--- src/rtl/wb_rr_arbiter.sv ---
// ============================================================================
// Module      : wb_rr_arbiter
// Description : Two-master Wishbone round-robin arbiter with a bus watchdog.
//               It grants one master at a time and holds the grant for the
//               whole bus cycle, so bursts and locked sequences stay intact.
//               Strobes that the slave never terminates are ended with a
//               forced error.
// Revision    : 1.0 - initial release
// ----------------------------------------------------------------------------
// Parameters
//   to_width        width of the watchdog counter
//   timeout_cycles  unacknowledged strobe cycles tolerated before a forced
//                   error; 0 disables the watchdog; must fit in to_width bits
// Ports
//   clk, reset_n          clock, asynchronous active-low reset
//   m0_* / m1_*           master bus inputs (cyc, stb, we, adr, dat, sel);
//                         read data plus ack/err/rty back to each master
//   s_*                   shared slave port: controls out, data/terminations in
//   gnt_o                 one-hot registered grant, bit0 = m0, 00 when idle
//   timeout_o             one-cycle pulse following a watchdog expiry
// ============================================================================
`default_nettype none

module wb_rr_arbiter #(
  parameter int to_width       = 8,
  parameter int timeout_cycles = 255
) (
  input  logic        clk,
  input  logic        reset_n,
  // master 0 (instruction port)
  input  logic        m0_cyc_i,
  input  logic        m0_stb_i,
  input  logic        m0_we_i,
  input  logic [31:0] m0_adr_i,
  input  logic [31:0] m0_dat_i,
  input  logic [3:0]  m0_sel_i,
  output logic [31:0] m0_dat_o,
  output logic        m0_ack_o,
  output logic        m0_err_o,
  output logic        m0_rty_o,
  // master 1 (data port)
  input  logic        m1_cyc_i,
  input  logic        m1_stb_i,
  input  logic        m1_we_i,
  input  logic [31:0] m1_adr_i,
  input  logic [31:0] m1_dat_i,
  input  logic [3:0]  m1_sel_i,
  output logic [31:0] m1_dat_o,
  output logic        m1_ack_o,
  output logic        m1_err_o,
  output logic        m1_rty_o,
  // shared slave port
  output logic        s_cyc_o,
  output logic        s_stb_o,
  output logic        s_we_o,
  output logic [31:0] s_adr_o,
  output logic [31:0] s_dat_o,
  output logic [3:0]  s_sel_o,
  input  logic [31:0] s_dat_i,
  input  logic        s_ack_i,
  input  logic        s_err_i,
  input  logic        s_rty_i,
  // status
  output logic [1:0]  gnt_o,
  output logic        timeout_o
);

  // State encoding equals the one-hot grant, so gnt_o is a direct register
  // read with no decode glitches.
  typedef enum logic [1:0] {
    ST_IDLE = 2'b00,
    ST_G0   = 2'b01,
    ST_G1   = 2'b10
  } state_t;

  localparam logic [to_width-1:0] c_timeout = to_width'(timeout_cycles);
  localparam bit                  c_wd_en   = (timeout_cycles != 0);

  state_t              r_state;
  state_t              w_state_nxt;
  logic                r_last;        // most recently granted master
  logic [to_width-1:0] r_count;
  logic [to_width-1:0] w_count_nxt;
  logic                r_timeout;

  logic                w_g0;
  logic                w_g1;
  logic                w_strobe;
  logic                w_term;
  logic                w_expire;

  // --------------------------------------------------------------------------
  // State register
  // --------------------------------------------------------------------------
  always_ff @(posedge clk or negedge reset_n) begin
    if (!reset_n) begin
      r_state   <= ST_IDLE;
      r_last    <= 1'b1;
      r_count   <= '0;
      r_timeout <= 1'b0;
    end else begin
      r_state   <= w_state_nxt;
      r_count   <= w_count_nxt;
      r_timeout <= w_expire;
      // Remember who just finished so the other master wins the next tie.
      if (r_state == ST_G0 && !m0_cyc_i) begin
        r_last <= 1'b0;
      end else if (r_state == ST_G1 && !m1_cyc_i) begin
        r_last <= 1'b1;
      end
    end
  end

  // --------------------------------------------------------------------------
  // Next-state logic
  // --------------------------------------------------------------------------
  always_comb begin
    w_state_nxt = r_state;
    case (r_state)
      ST_IDLE: begin
        if (m0_cyc_i && m1_cyc_i) begin
          w_state_nxt = r_last ? ST_G0 : ST_G1;
        end else if (m0_cyc_i) begin
          w_state_nxt = ST_G0;
        end else if (m1_cyc_i) begin
          w_state_nxt = ST_G1;
        end
      end
      // Grant is held for the whole cycle; on release hand straight over to
      // a waiting master so there is no dead cycle.
      ST_G0: begin
        if (!m0_cyc_i) begin
          w_state_nxt = m1_cyc_i ? ST_G1 : ST_IDLE;
        end
      end
      ST_G1: begin
        if (!m1_cyc_i) begin
          w_state_nxt = m0_cyc_i ? ST_G0 : ST_IDLE;
        end
      end
      default: w_state_nxt = ST_IDLE;
    endcase
  end

  assign w_g0 = (r_state == ST_G0);
  assign w_g1 = (r_state == ST_G1);

  // --------------------------------------------------------------------------
  // Request-side mux: combinational routing from the granted master
  // --------------------------------------------------------------------------
  always_comb begin
    s_cyc_o = 1'b0;
    s_stb_o = 1'b0;
    s_we_o  = 1'b0;
    s_adr_o = '0;
    s_dat_o = '0;
    s_sel_o = '0;
    if (w_g0) begin
      s_cyc_o = m0_cyc_i;
      s_stb_o = m0_stb_i;
      s_we_o  = m0_we_i;
      s_adr_o = m0_adr_i;
      s_dat_o = m0_dat_i;
      s_sel_o = m0_sel_i;
    end else if (w_g1) begin
      s_cyc_o = m1_cyc_i;
      s_stb_o = m1_stb_i;
      s_we_o  = m1_we_i;
      s_adr_o = m1_adr_i;
      s_dat_o = m1_dat_i;
      s_sel_o = m1_sel_i;
    end
  end

  // --------------------------------------------------------------------------
  // Watchdog
  // --------------------------------------------------------------------------
  assign w_strobe = s_cyc_o & s_stb_o;
  assign w_term   = s_ack_i | s_err_i | s_rty_i;
  // A real slave termination in the expiry cycle wins over the forced error.
  assign w_expire = c_wd_en && w_strobe && !w_term && (r_count == c_timeout);

  always_comb begin
    w_count_nxt = r_count + 1'b1;
    if (!c_wd_en || !w_strobe || w_term || w_expire ||
        (w_state_nxt != r_state)) begin
      w_count_nxt = '0;
    end
  end

  // --------------------------------------------------------------------------
  // Response-side routing: data broadcast, terminations to the grantee only
  // --------------------------------------------------------------------------
  assign m0_dat_o = s_dat_i;
  assign m1_dat_o = s_dat_i;

  assign m0_ack_o = w_g0 & s_ack_i;
  assign m0_err_o = w_g0 & (s_err_i | w_expire);
  assign m0_rty_o = w_g0 & s_rty_i;

  assign m1_ack_o = w_g1 & s_ack_i;
  assign m1_err_o = w_g1 & (s_err_i | w_expire);
  assign m1_rty_o = w_g1 & s_rty_i;

  assign gnt_o     = r_state;
  assign timeout_o = r_timeout;

endmodule

`default_nettype wire

--- config.mk ---
export PLATFORM = sky130hd
export DESIGN_NAME = wb_rr_arbiter
export DESIGN_NICKNAME = d
export VERILOG_FILES = /design/src/rtl/wb_rr_arbiter.sv
export SDC_FILE = /design/constraint.sdc
export NUM_CORES = 1
export LEC_CHECK = 0
export ABC_AREA = 1
export ABC_CLOCK_PERIOD_IN_PS = 1100
export CAP_MARGIN = 10
export CORE_AREA = 2 2 125 127
export CTS_CLUSTER_SIZE = 8
export DETAILED_ROUTE_END_ITERATION = 6
export DIE_AREA = 0 0 127 129
export PLACE_DENSITY = 0.57
export SKIP_CTS_REPAIR_TIMING = 1
export SYNTH_ARGS = -nofsm -noshare
export SYNTH_HDL_FRONTEND = slang
export SYNTH_SLANG_ARGS = --single-unit
--- constraint.sdc ---
create_clock -name clk -period 1.1 [get_ports clk]
set_input_delay 0.165 -clock clk [delete_from_list [all_inputs] [get_ports clk]]
set_output_delay 0.165 -clock clk [all_outputs]
set_load 0.05 [all_outputs]
### Word-level counts from Yosys, hierarchy flattened

Cells that the tools add are included.

* reductions and logical operators: 14
* bitwise gates (word level): 10
* add/sub/neg operators: 1
* equal/unequal tests: 4
* multiplexer cells: 24

Operator list (count)
* $mux W32: 4
* $mux W2: 7
* $mux W1: 9
* $add A8 B1 Y8 const B: 1
* $eq A8 B8 Y1 const B: 1
* $mux W4: 2
* $mux W8: 1
* $and A1 B1 Y1: 7
* $pmux W2 S3: 1
* $logic_and A1 B1 Y1: 5
* $logic_not A1 Y1: 4
* $logic_or A1 B1 Y1: 3
* $or A1 B1 Y1: 3
* $eq A2 B1 Y1 const B: 1
* $eq A2 B2 Y1 const B: 1
* $logic_not A2 Y1: 1
* $ne A2 B2 Y1: 1
* $reduce_bool A2 Y1: 1

* output and inout bits: 144
* register bits after elaboration: 12
* bits of input ports: 179
* logic and storage cells: 57

### Depth between registers and ports, before layout

Gate-level depths: netlist of run 1.

* depth in word-level cells: 9
* mapped depth: 7
* depth with buffers taken out: 7

### Worst setup path before layout of run 1

No wires, ideal clock.

* path kind: register to output
* start point: register r_state[1] (netlist: gnt_o[1])
* end point: output m0_err_o
* cell stages (with the launch flop): 5
* slack: -1.250 ns
* buffers on the path: 0
* required time: 0.935 ns
* arrival: 2.185 ns
* cell sequence: dfrtp_1 > nand3_1 > nand2_2 > nand4_2 > a21oi_1

* cells in the longest elaborated chain, start to end: 8
* elaborated cells between the ends (all ways): 11

Ends and longest elaborated chain
* start: declaration: line 79 `state_t r_state;`
* start signal: assignment: line 102 `r_state <= w_state_nxt;`
* $eq A2 B2 Y1: line 146 `assign w_g1 = (r_state == ST_G1);`
* $mux W1: line 165 `end else if (w_g1) begin`
* $mux W1 *: line 158 `if (w_g0) begin`
* net s_stb_o: line 54 `output logic s_stb_o,`
* $and A1 B1 Y1 *: line 178 `assign w_strobe = s_cyc_o & s_stb_o;`
* $logic_and A1 B1 Y1 * (2 in a row): line 181 `assign w_expire = c_wd_en && w_strobe && !w_term && (r_count == c_timeout);`
* $or A1 B1 Y1 *: line 198 `assign m0_err_o = w_g0 & (s_err_i | w_expire);`
* $and A1 B1 Y1 *: line 198
* end: declaration: line 39 `output logic m0_err_o,`

Mark *: on every way through the listed nets, which the timed path passes. The rest lies on a longest branch.

### Worst setup path in the final report of run 1

* start point: register r_state[1] (netlist: gnt_o[1])
* end point: output s_adr_o[28]

* cells in the longest elaborated chain, start to end: 3
* elaborated cells between the ends (all ways): 4

Ends and longest elaborated chain
* $eq A2 B2 Y1: line 146
* $mux W32: line 165
* $mux W32 *: line 158
* end: declaration: line 56 `output logic [31:0] s_adr_o,`

Mark *: on every way between the ends. The rest lies on a longest branch, timed or not.

==> results of run 1 <==
## per-layer routing
layer	vias up	part of all wire [%]
met5	-	0
met4	0	1.1
met3	18	6.9
met2	144	56
met1	1067	36
li1	1131	-
## Yosys cell counts (all sizes together)
library cell / count / area (um2)
o21ai: 5 / 25.0
xor2: 4 / 35.0
o2111ai: 1 / 8.76
inv: 14 / 55.1
a22o: 69 / 604
buf: 78 / 583
nor2: 17 / 71.3
nand2: 9 / 46.3
nand4: 3 / 40.0
dfstp: 1 / 26.3
xnor2: 2 / 17.5
ha: 1 / 12.5
a21oi: 3 / 15.0
nor3: 2 / 10.0
dfrtp: 11 / 275
nand3: 8 / 40.0
## through the flow
| stage | setup slack (ns) | area [um2] | TNS, ns |
|---|---|---|---|
| after floorplan | -0.539 | 2370 | -33.83 |
| after global placement | -0.482 | 5350 | -31.81 |
| after detailed placement | -0.495 | 5350 | -33.13 |
| after CTS | -0.756 | 5440 | -53.40 |
| after global routing | -0.697 | 5510 | -54.33 |
| final | -0.635 | 5510 | -48.43 |
## how the worst max path moves through the flow
stage / slack, ns / depth (start not counted) / to
final: -0.63 / 4 / s_adr_o[28]
after global routing: -0.70 / 5 / m0_err_o
after CTS: -0.76 / 6 / m1_err_o
after detailed placement: -0.50 / 6 / m1_err_o
after global placement: -0.48 / 6 / m1_err_o
after floorplan: -0.54 / 5 / m0_err_o
## final cells by class
class,instances,area share (%)
repair buffers,258,61.4
multi-input cells,124,25.9
flip-flops and latches,12,5.60
well taps,188,4.27
clock buffers,4,1.61
inverters,14,1.23
## cells by family (layout without fill, tap and decap cells)
family                   after synthesis  after routing  share of synthesized area, %
buffers and inverters                 92            276                          34.2
AND/OR/NAND/NOR                       39             39                          11.1
XOR/XNOR                               6              6                          2.82
AO/OA/AOI/OAI                         78             78                          35.0
flip-flops                            12             12                          16.2
adder cells (fa/ha/maj)                1              1                         0.671
## sequential cells by signal, indices dropped and copies added (netlist names)
name and cells:
r_count 8, gnt_o 2, r_last 1, timeout_o 1
## power breakdown
part | internal (W) | switching (W)
Combinational | 0.00741 | 0.00788
Sequential | 0.000534 | 0.0000905
Clock | 0.000549 | 0.000197
Total | 0.00849 | 0.00816
## critical path: stages, from the launching register on
cell and delay (ns):
dfrtp_4 0.52, nor2_4 0.22, clkbuf_16 0.27, a22o_4 0.18, buf_12 0.13
==> results.md, run 1 <==
- Status: complete, but fails checks
- Failing checks: setup timing
- Post-Layout Cell Count: 600
- Source of the worst register-to-register timing path: gnt_o[1]
- Footprint of the multi-input gates: 1430 um2
- Starting DRT DRC Count: 74
- Distinct cells, synth: 25
- Final Core Density: 36.8%
- Pwr Density: 3020 nW/um2
- Reg clk slew, reported paths: 0.05 ns
- Startpoint types: flip-flop
- Site Rows: 45
- Top Ports: 323
- Synth warn: 0
- Reg-to-reg endpoint: gnt_o[1]
- IO Port Bufs: 226
- Tcrit/Tclk final: 158%
- Worst Reg-to-Reg Cells: 6
- Die Width: 127 um
- GRT overflow: 0
- Inserted Clock Buffers: 3
- Hold WC Path Type: input port to async pin
- Global Route met3 Usage: 2.33%
- GR Util met2: 22.6%
- CTS Sinks: 12
- Slew Viols, Final: 0
- CTS root buf: clkbuf_16
- Synthesized area: 1870 um2
- Cells after DPL: 595
- Reg area: 309 um2
- Relative slew margins: 83.7%
- Clock insertion delay at the later pin of the skew report: 0.24 ns
- Synthesized instance count: 228
- TritonCTS clock tree: yes
- Crit-path max FO: 21
- Unrepaired setup endpoints after global routing: yes
- Count of final hold-check violations: 0
- Clock skew: 0.00237 ns
- Htree depth: 1
- Final worst slack: -0.635 ns
- Die height: 129 um
- Global route hottest layer: met2
- Antenna cells: 0
- Worst vdd ir: 1.22 mV
- Number of global-route vias before repair: 2496
- Minimum clock period: 1.73 ns
- Post-synth net total: 408
- Via Count: 2360
- Power, Total: 0.0167 W
- Met1 GRT Util: 13.2%
- Fmax: 0.576 GHz
- Pin count of the biggest net entering global routing: 43
- Core area: 15000 um2
- Final WL: 10700 um
- Tot GR Track Use: 11.7%
- Max-cap violations: 0
- Die footprint: 16400 um2
- Layout cell share with drive strength beyond 1: 52.4%
- Yosys reg bits: 12
- WS Path Type: flip-flop to output pin
- Initial Utilization: 12.5%
- First-pass GRT wire length: 14600 um
- Nets: 593
- P&R area growth vs syn: 196%
- Placer congestion estimate: 0.727
- Setup violators final: 91
- Static Leak: 2.28 nW
- Fillers: 1455
- Most frequent cells in the layout: clkdlybuf4s50_1 (146), buf_12 (85), a22o_2 (36)
- Post-detail-place hpwl: 9290 um
- Commonest non-fill, non-tap cell in the layout: clkdlybuf4s50_1
- Avg WL per Cell: 17.8 um
- Seq/Total Area, Yosys: 16.2%
- Max Root-Sink Buffers: 2
- Initial antenna violation count: 0
- 1st-pass router iterations: 3
- Hold_ws: 0.226 ns
- Syn Area/Cell: 8.18 um2
- Worst-Margin Slew: 0.243 ns
- Drt drc: 0
- CP Data Arrival Time: 1.57 ns
- Reg2Reg Setup Slack: -0.25 ns
- Crit end category: output pin
- Worst path required time: 0.94 ns
- DR vias/cell: 3.93
- Crit. Startpoint: gnt_o[1]
- Routed Antenna Nets: 0
(Power assumes the default switching activity.)
==> run 2, diff against run 1 <==
--- a/config.mk
+++ b/config.mk
@@ -9,6 +9,7 @@
 export ABC_CLOCK_PERIOD_IN_PS = 1100
 export CAP_MARGIN = 10
 export CORE_AREA = 2 2 125 127
+export CTS_CLUSTER_DIAMETER = 80
 export CTS_CLUSTER_SIZE = 8
 export DETAILED_ROUTE_END_ITERATION = 6
 export DIE_AREA = 0 0 127 129
==> results of run 2 <==
The final DEF is identical to that of run 1; final timing and power are the same.
==> run 3, diff against run 2 <==
--- a/config.mk
+++ b/config.mk
@@ -18,3 +18,4 @@
 export SYNTH_ARGS = -nofsm -noshare
 export SYNTH_HDL_FRONTEND = slang
 export SYNTH_SLANG_ARGS = --single-unit
+export TNS_END_PERCENT = 100
==> results of run 3 <==
The final DEF is identical to that of run 1; final timing and power are the same.
